<file path="src/rtl/alu_pkg.sv">
// Shared encodings for the ALU/multiply/divide block: alu_op, funct, FSM states, internal ops.
package alu_pkg;

    // alu_op encoding
    localparam logic [1:0] AluOpAdd   = 2'd0;
    localparam logic [1:0] AluOpAnd   = 2'd1;
    localparam logic [1:0] AluOpFunct = 2'd2;
    localparam logic [1:0] AluOpOr    = 2'd3;

    // MIPS R-type funct codes
    localparam logic [5:0] FnSll   = 6'd0;
    localparam logic [5:0] FnSrl   = 6'd2;
    localparam logic [5:0] FnSra   = 6'd3;
    localparam logic [5:0] FnMfhi  = 6'd16;
    localparam logic [5:0] FnMflo  = 6'd18;
    localparam logic [5:0] FnMult  = 6'd24;
    localparam logic [5:0] FnMultu = 6'd25;
    localparam logic [5:0] FnDiv   = 6'd26;
    localparam logic [5:0] FnDivu  = 6'd27;
    localparam logic [5:0] FnAdd   = 6'd32;
    localparam logic [5:0] FnAddu  = 6'd33;
    localparam logic [5:0] FnSub   = 6'd34;
    localparam logic [5:0] FnSubu  = 6'd35;
    localparam logic [5:0] FnAnd   = 6'd36;
    localparam logic [5:0] FnOr    = 6'd37;
    localparam logic [5:0] FnXor   = 6'd38;
    localparam logic [5:0] FnNor   = 6'd39;
    localparam logic [5:0] FnSlt   = 6'd42;
    localparam logic [5:0] FnSltu  = 6'd43;

    typedef enum logic [1:0] {
        StIdle = 2'd0,
        StMul  = 2'd1,
        StDiv  = 2'd2,
        StFin  = 2'd3
    } state_e;

    typedef enum logic [4:0] {
        OpNone, OpAdd, OpAddu, OpSub, OpSubu, OpAnd, OpOr, OpXor, OpNor,
        OpSlt, OpSltu, OpSll, OpSrl, OpSra, OpMfhi, OpMflo,
        OpMult, OpMultu, OpDiv, OpDivu
    } op_e;

    function automatic logic op_is_mul(input op_e op);
        return (op == OpMult) || (op == OpMultu);
    endfunction

    function automatic logic op_is_div(input op_e op);
        return (op == OpDiv) || (op == OpDivu);
    endfunction

endpackage

</file>
<file path="src/rtl/alu_decode.sv">
// Combinational decoder: alu_op/funct to internal op code.
module alu_decode
    import alu_pkg::*;
(
    input  logic [1:0] alu_op_i,
    input  logic [5:0] funct_i,
    output op_e        op_o
);

    // Immediate-style alu_op values bypass funct; addi never flags overflow so maps to ADDU.
    always_comb begin
        op_o = OpNone;
        case (alu_op_i)
            AluOpAdd: op_o = OpAddu;
            AluOpAnd: op_o = OpAnd;
            AluOpOr:  op_o = OpOr;
            default: begin
                unique case (funct_i)
                    FnSll:   op_o = OpSll;
                    FnSrl:   op_o = OpSrl;
                    FnSra:   op_o = OpSra;
                    FnMfhi:  op_o = OpMfhi;
                    FnMflo:  op_o = OpMflo;
                    FnMult:  op_o = OpMult;
                    FnMultu: op_o = OpMultu;
                    FnDiv:   op_o = OpDiv;
                    FnDivu:  op_o = OpDivu;
                    FnAdd:   op_o = OpAdd;
                    FnAddu:  op_o = OpAddu;
                    FnSub:   op_o = OpSub;
                    FnSubu:  op_o = OpSubu;
                    FnAnd:   op_o = OpAnd;
                    FnOr:    op_o = OpOr;
                    FnXor:   op_o = OpXor;
                    FnNor:   op_o = OpNor;
                    FnSlt:   op_o = OpSlt;
                    FnSltu:  op_o = OpSltu;
                    default: op_o = OpNone;
                endcase
            end
        endcase
    end

endmodule

</file>
<file path="src/rtl/alu_muldiv.sv">
// ALU with iterative shift-add multiplier and restoring divider sharing one accumulator.
module alu_muldiv
    import alu_pkg::*;
#(
    parameter int unsigned WIDTH = 32,
    parameter int unsigned SHW   = $clog2(WIDTH)
) (
    input  logic             clk,
    input  logic             rst,
    input  logic             start,
    input  logic [1:0]       alu_op,
    input  logic [5:0]       funct,
    input  logic [WIDTH-1:0] in_a,
    input  logic [WIDTH-1:0] in_b,
    input  logic [SHW-1:0]   shamt,
    output logic [WIDTH-1:0] result,
    output logic             busy,
    output logic             done,
    output logic             overflow,
    output logic             div_zero,
    output logic [WIDTH-1:0] hi,
    output logic [WIDTH-1:0] lo
);

    localparam int unsigned CntW = $clog2(WIDTH);

    op_e op;

    alu_decode u_decode (
        .alu_op_i (alu_op),
        .funct_i  (funct),
        .op_o     (op)
    );

    state_e                 state_q, state_d;
    logic [CntW-1:0]        cnt_q, cnt_d;
    logic [2*WIDTH-1:0]     acc_q, acc_d;     // mul: {partial, multiplier}; div: {rem, quotient}
    logic [WIDTH-1:0]       bmag_q, bmag_d;   // multiplicand or divisor magnitude
    logic [WIDTH-1:0]       a_q, a_d;         // raw dividend, returned in hi on divide by zero
    logic                   neg_q, neg_d;
    logic                   sgn_a_q, sgn_a_d;
    logic                   divz_q, divz_d;
    logic [WIDTH-1:0]       result_q, result_d;
    logic [WIDTH-1:0]       hi_q, hi_d;
    logic [WIDTH-1:0]       lo_q, lo_d;
    logic                   ovf_q, ovf_d;
    logic                   dz_q, dz_d;

    logic                   accept;
    logic [WIDTH-1:0]       sum, diff;
    logic [WIDTH-1:0]       sc_res;
    logic                   sc_ovf;
    logic                   is_signed;
    logic [WIDTH-1:0]       a_mag, b_mag;

    logic [WIDTH:0]         mul_sum;
    logic [2*WIDTH-1:0]     mul_next, mul_prod;
    logic [WIDTH:0]         div_sh, div_diff;
    logic                   div_ge;
    logic [2*WIDTH-1:0]     div_next;
    logic [WIDTH-1:0]       div_quo, div_rem;

    assign accept = start && ((state_q == StIdle) || (state_q == StFin));
    assign sum    = in_a + in_b;
    assign diff   = in_a - in_b;

    assign is_signed = (op == OpMult) || (op == OpDiv);
    assign a_mag     = (is_signed && in_a[WIDTH-1]) ? -in_a : in_a;
    assign b_mag     = (is_signed && in_b[WIDTH-1]) ? -in_b : in_b;

    // Single-cycle result and overflow for the currently presented op
    always_comb begin
        sc_res = '0;
        sc_ovf = 1'b0;
        case (op)
            OpAdd: begin
                sc_res = sum;
                sc_ovf = (in_a[WIDTH-1] == in_b[WIDTH-1]) && (sum[WIDTH-1] != in_a[WIDTH-1]);
            end
            OpAddu: sc_res = sum;
            OpSub: begin
                sc_res = diff;
                sc_ovf = (in_a[WIDTH-1] != in_b[WIDTH-1]) && (diff[WIDTH-1] != in_a[WIDTH-1]);
            end
            OpSubu: sc_res = diff;
            OpAnd:  sc_res = in_a & in_b;
            OpOr:   sc_res = in_a | in_b;
            OpXor:  sc_res = in_a ^ in_b;
            OpNor:  sc_res = ~(in_a | in_b);
            OpSlt:  sc_res = {{(WIDTH-1){1'b0}}, ($signed(in_a) < $signed(in_b))};
            OpSltu: sc_res = {{(WIDTH-1){1'b0}}, (in_a < in_b)};
            OpSll:  sc_res = in_b << shamt;
            OpSrl:  sc_res = in_b >> shamt;
            OpSra:  sc_res = $signed(in_b) >>> shamt;
            OpMfhi: sc_res = hi_q;
            OpMflo: sc_res = lo_q;
            default: begin
                sc_res = '0;
                sc_ovf = 1'b0;
            end
        endcase
    end

    // One multiply step (add-then-shift-right) and one restoring divide step, plus final fix-up
    always_comb begin
        mul_sum  = {1'b0, acc_q[2*WIDTH-1:WIDTH]} + {1'b0, (acc_q[0] ? bmag_q : '0)};
        mul_next = {mul_sum, acc_q[WIDTH-1:1]};
        mul_prod = neg_q ? -mul_next : mul_next;

        div_sh   = acc_q[2*WIDTH-1:WIDTH-1];
        div_diff = div_sh - {1'b0, bmag_q};
        div_ge   = ~div_diff[WIDTH];
        div_next = {(div_ge ? div_diff[WIDTH-1:0] : div_sh[WIDTH-1:0]), acc_q[WIDTH-2:0], div_ge};
        div_quo  = neg_q ? -div_next[WIDTH-1:0] : div_next[WIDTH-1:0];
        div_rem  = sgn_a_q ? -div_next[2*WIDTH-1:WIDTH] : div_next[2*WIDTH-1:WIDTH];
    end

    // Sequencer: accept in IDLE/FIN, iterate WIDTH steps in MUL/DIV, publish in FIN
    always_comb begin
        state_d  = state_q;
        cnt_d    = cnt_q;
        acc_d    = acc_q;
        bmag_d   = bmag_q;
        a_d      = a_q;
        neg_d    = neg_q;
        sgn_a_d  = sgn_a_q;
        divz_d   = divz_q;
        result_d = result_q;
        hi_d     = hi_q;
        lo_d     = lo_q;
        ovf_d    = ovf_q;
        dz_d     = dz_q;

        case (state_q)
            StIdle, StFin: begin
                if (accept) begin
                    if (op_is_mul(op) || op_is_div(op)) begin
                        cnt_d   = '0;
                        neg_d   = is_signed && (in_a[WIDTH-1] ^ in_b[WIDTH-1]);
                        sgn_a_d = is_signed && in_a[WIDTH-1];
                        divz_d  = (in_b == '0);
                        a_d     = in_a;
                        if (op_is_mul(op)) begin
                            state_d = StMul;
                            acc_d   = {{WIDTH{1'b0}}, b_mag};
                            bmag_d  = a_mag;
                        end else begin
                            state_d = StDiv;
                            acc_d   = {{WIDTH{1'b0}}, a_mag};
                            bmag_d  = b_mag;
                        end
                    end else begin
                        state_d  = StFin;
                        result_d = sc_res;
                        ovf_d    = sc_ovf;
                        dz_d     = 1'b0;
                    end
                end else begin
                    state_d = StIdle;
                end
            end
            StMul: begin
                acc_d = mul_next;
                cnt_d = cnt_q + 1'b1;
                if (cnt_q == CntW'(WIDTH - 1)) begin
                    state_d  = StFin;
                    hi_d     = mul_prod[2*WIDTH-1:WIDTH];
                    lo_d     = mul_prod[WIDTH-1:0];
                    result_d = mul_prod[WIDTH-1:0];
                    ovf_d    = 1'b0;
                    dz_d     = 1'b0;
                end
            end
            StDiv: begin
                acc_d = div_next;
                cnt_d = cnt_q + 1'b1;
                if (cnt_q == CntW'(WIDTH - 1)) begin
                    state_d = StFin;
                    ovf_d   = 1'b0;
                    dz_d    = divz_q;
                    if (divz_q) begin
                        hi_d     = a_q;
                        lo_d     = '1;
                        result_d = '1;
                    end else begin
                        hi_d     = div_rem;
                        lo_d     = div_quo;
                        result_d = div_quo;
                    end
                end
            end
            default: state_d = StIdle;
        endcase
    end

    // State registers, asynchronously cleared
    always_ff @(posedge clk or posedge rst) begin
        if (rst) begin
            state_q  <= StIdle;
            cnt_q    <= '0;
            acc_q    <= '0;
            bmag_q   <= '0;
            a_q      <= '0;
            neg_q    <= 1'b0;
            sgn_a_q  <= 1'b0;
            divz_q   <= 1'b0;
            result_q <= '0;
            hi_q     <= '0;
            lo_q     <= '0;
            ovf_q    <= 1'b0;
            dz_q     <= 1'b0;
        end else begin
            state_q  <= state_d;
            cnt_q    <= cnt_d;
            acc_q    <= acc_d;
            bmag_q   <= bmag_d;
            a_q      <= a_d;
            neg_q    <= neg_d;
            sgn_a_q  <= sgn_a_d;
            divz_q   <= divz_d;
            result_q <= result_d;
            hi_q     <= hi_d;
            lo_q     <= lo_d;
            ovf_q    <= ovf_d;
            dz_q     <= dz_d;
        end
    end

    assign busy     = (state_q == StMul) || (state_q == StDiv);
    assign done     = (state_q == StFin);
    assign result   = result_q;
    assign overflow = ovf_q;
    assign div_zero = dz_q;
    assign hi       = hi_q;
    assign lo       = lo_q;

endmodule

</file>
<file path="config.mk">
export PLATFORM = sky130hd
export DESIGN_NAME = alu_muldiv
export DESIGN_NICKNAME = d
export VERILOG_FILES = /design/src/rtl/alu_pkg.sv /design/src/rtl/alu_decode.sv /design/src/rtl/alu_muldiv.sv
export SDC_FILE = /design/constraint.sdc
export NUM_CORES = 2
export LEC_CHECK = 0
export CORE_ASPECT_RATIO = 0.8
export CORE_MARGIN = 4
export CORE_UTILIZATION = 45
export CTS_BUF_LIST = sky130_fd_sc_hd__clkbuf_2
export CTS_CLUSTER_SIZE = 20
export DETAILED_ROUTE_END_ITERATION = 7
export PLACE_DENSITY = 0.69
export SYNTH_ARGS = -nofsm -noshare
export SYNTH_HDL_FRONTEND = slang
export SYNTH_SLANG_ARGS = --single-unit
</file>
<file path="constraint.sdc">
create_clock -name clk -period 19.1 [get_ports clk]
set_input_delay 2.865 -clock clk [delete_from_list [all_inputs] [get_ports clk]]
set_output_delay 2.865 -clock clk [all_outputs]
set_load 0.005 [all_outputs]
</file>
==> metrics.md <==
| Metric | Value |
|---|---|
| Total GRT Usage | `47.0%` |
| Worst Tran Pin Value | `1.15 ns` |
| Setup violators final | `0` |
| Die ar. | `69300 um2` |
| Logic pwr share | `68.8%` |
| FILL cells | `6495` |
| Routed length per placed instance | `34.3 um` |
| Sw Ratio | `56.2%` |
| Switching power | `0.00235 W` |
| Setup Fix Bufs, Post-CTS | `0` |
| GP Congestion | `1.15` |
| Area contributors post-synth | `dfrtp_1 20%, ha_1 7.6%, nand2_1 6.8%, o21ai_0 6.4%, nor2_1 5.0%` |
| Area growth syn-to-layout | `10.4%` |
| Sequential Power Share | `20.7%` |
| Share of cells above drive strength 1 | `7.61%` |
| Top cells by count, synth | `531 x nand2_1, 391 x nor2_1, 374 x o21ai_0, 288 x clkbuf_1, 286 x a21oi_1` |
| CTS clk-pin slew, worst paths | `0.11 ns` |
| Hold Path Class | `reg -> reg` |
| EDFF count, synth | `0` |
| TritonCTS clock tree | `done` |
| Max cap viols | `0` |
| Clock Power Share | `10.4%` |
| Max_slew headroom | `22.9%` |
| Global route total overflow | `0` |
| Worst path arrival time | `8.51 ns` |
| # DRC | `1` |
| IO Pins | `180` |
| Worst VDD drop | `150 uV` |
| Final net count | `4292` |
| Clock skew | `0.155 ns` |
| Final worst setup slack | `11.50 ns` |
| RSZ-0062 raised after global routing | `false` |
| Via/cell ratio | `7.09` |
| Initial Util | `45.5%` |
| Post-CTS Resized | `0` |
| Hold buffer count at cts | `0` |
| Pwr dens | `129 nW/um2` |
| Static Leak | `13.7 nW` |
| Max Slew Vio Count | `0` |
| Worst Hold Depth | `2` |
| Post-DRT Antenna Nets | `0` |
| Vias | `35026` |
| Pre-CTS worst setup slack | `11.12 ns` |
| Startpoint types | `flip-flop` |
| Power, Total | `0.00418 W` |
| Internal power | `0.00183 W` |
| Row cnt | `83` |
| Outcome | `complete, but fails checks` |
| Cell with the most instances after synthesis | `nand2_1` |
| Crit share post-route | `39.8%` |
| Min Tclk post-route | `7.60 ns` |
| Primary FF master, synth | `dfrtp_1` |
| Setup crit end kind | `flip-flop` |
| Max clock buf depth | `3` |
| Die Wd | `293 um` |
| H-tree Lvls | `3` |
| Number of synthesized register bits | `236` |
| Die extent in y | `236 um` |
| Asr flop ratio synth | `100%` |
| Maximum number of pins on one net before global-route repair | `106` |
| Post-synth cell types | `103` |
| Failing checks | `design-rule violations` |
| Initial antenna violation count | `14` |
| Clk sink count | `236` |
| Cells after DPL | `4812` |
| Root Buffer | `clkbuf_2` |
| Hold Violations, Final | `0` |
| Gate Count Post-Synth | `4029` |
| Non-filler cells, final | `4939` |
| Syn Nets | `4291` |
| Post-Synthesis Cell Area | `29300 um2` |
| Placeable Area | `64400 um2` |
| Drt first pass iters | `8` |
| Achievable clock frequency | `0.132 GHz` |
| First-pass GRT wire length | `236 mm` |
| Syn. warnings | `0` |
| Starting DRT DRC Count | `6247` |
| Vias in the first global route | `30870` |
| Critical-path maximum fanout | `33` |
| Hpwl dp | `133 mm` |
| Synth top area share | `20.1%` |
| WS Path Type | `reg -> reg` |
| CTS buffer count | `66` |
| Fin Setup TNS | `0 ns` |
| CP Data Required Time | `20.00 ns` |
| Port bufs | `179` |
| R2R depth | `24` |
| Core Util, Final | `50.3%` |
| Syn_area_per_cell | `7.28 um2` |
| Clk_lat worst skew | `1.11 ns` |
| Post-synth top area cell | `dfrtp_1` |
| Sequential fraction of the synthesis area | `20.1%` |
| WL final | `169 mm` |
final cells by class:
type	instances	area [um2]	area share (%)
inverters	168	638	1.97
diodes	14	35.0	0.108
multi-input cells	3299	21700	67.0
clock inverters	24	209	0.646
clock buffers	89	445	1.38
repair buffers	259	2370	7.34
well taps	850	1060	3.29
flip-flops and latches	236	5910	18.3
sequential cells by signal, indices dropped and copies added (netlist names):
register	cells
div_zero	1
result	32
cnt_q	5
lo	32
state_q	2
sgn_a_q	1
bmag_q	32
a_q	32
divz_q	1
hi	32
acc_q	64
neg_q	1
overflow	1
metrics by stage:
step | hold WS [ns] | cell area (um2)
after CTS | 0.485 | 32300
after detailed placement | 0.463 | 31700
after global placement | 0.456 | 31700
final | 0.486 | 32400
after floorplan | 0.441 | 29300
after global routing | 0.509 | 32300
path summary, 6_finish.rpt:
kind                            startpoint  slack, ns        end
worst max register to register   acc_q[31]      11.50     hi[24]
min in group asynchronous              rst       2.28   cnt_q[2]
max in group asynchronous              rst      15.13  acc_q[58]
worst min-delay path             result[6]       0.49  result[6]
worst min register to register   result[6]       0.49  result[6]
worst max-delay path             acc_q[31]      11.50     hi[24]
kinds of logic after synthesis:
family | synth area share, %
DFF | 20.1
and+or+nand+nor | 20.8
muxes | 6.36
AOI/OAI and AO/OA | 31.8
buffers and inverters | 6.40
adders and majority gates | 7.87
xor gates and xnor gates | 6.63
cell usage in the layout, fill, tap and decap left out, types with 76 or more instances in the layout:
cell / instances
xnor2_1: 167
mux2i_1: 76
dfrtp_1: 234
nor2_1: 388
o21ai_0: 374
nor3_1: 87
ha_1: 176
a21oi_1: 283
clkdlybuf4s50_1: 175
inv_1: 160
nand2_1: 531
clkbuf_2: 89
a22oi_1: 85
buf_4: 81
power groups by stage:
| stage | Sequential, W | Combinational, W | Clock [W] |
|---|---|---|---|
| 2_1_floorplan | 0.000709 | 0.00179 | 0 |
| 3_5_place_dp | 0.000856 | 0.00273 | 0 |
| 6_report | 0.000867 | 0.00288 | 0.000437 |
| 4_1_cts | 0.000846 | 0.00274 | 0.000437 |
| 3_3_place_gp | 0.000854 | 0.00271 | 0 |
| 5_1_grt | 0.000856 | 0.00302 | 0.000463 |
per-layer routing:
metal  vias up  share of wire [%]  global-route usage [%]
met5         -              0.019                       0
met1     16804                 41                    67.4
li1      14836                  -                       -
met2      3006                 36                    58.4
met4         6                4.7                    18.7
met3       374                 18                    23.4
critical path: stages (launching register included):
cell	delay [ns]
dfrtp_1	0.56
inv_1	0.11
ha_1	0.26
fa_1	0.46
nand2b_1	0.18
a21oi_1	0.34
o21a_1	0.36
a21boi_1	0.24
o21ai_1	0.30
nand3_1	0.11
buf_4	0.22
nand2_2	0.32
buf_4	0.46
nand2_1	0.09
o21ai_0	0.16
ha_1	0.35
or3b_2	0.48
or3_1	0.40
or4_1	0.49
a21oi_1	0.27
o22ai_1	0.23
nor4_1	0.54
a21oi_1	0.18
mux2i_1	0.21
o21ai_0	0.12
Power figures use the tool's default switching activity.
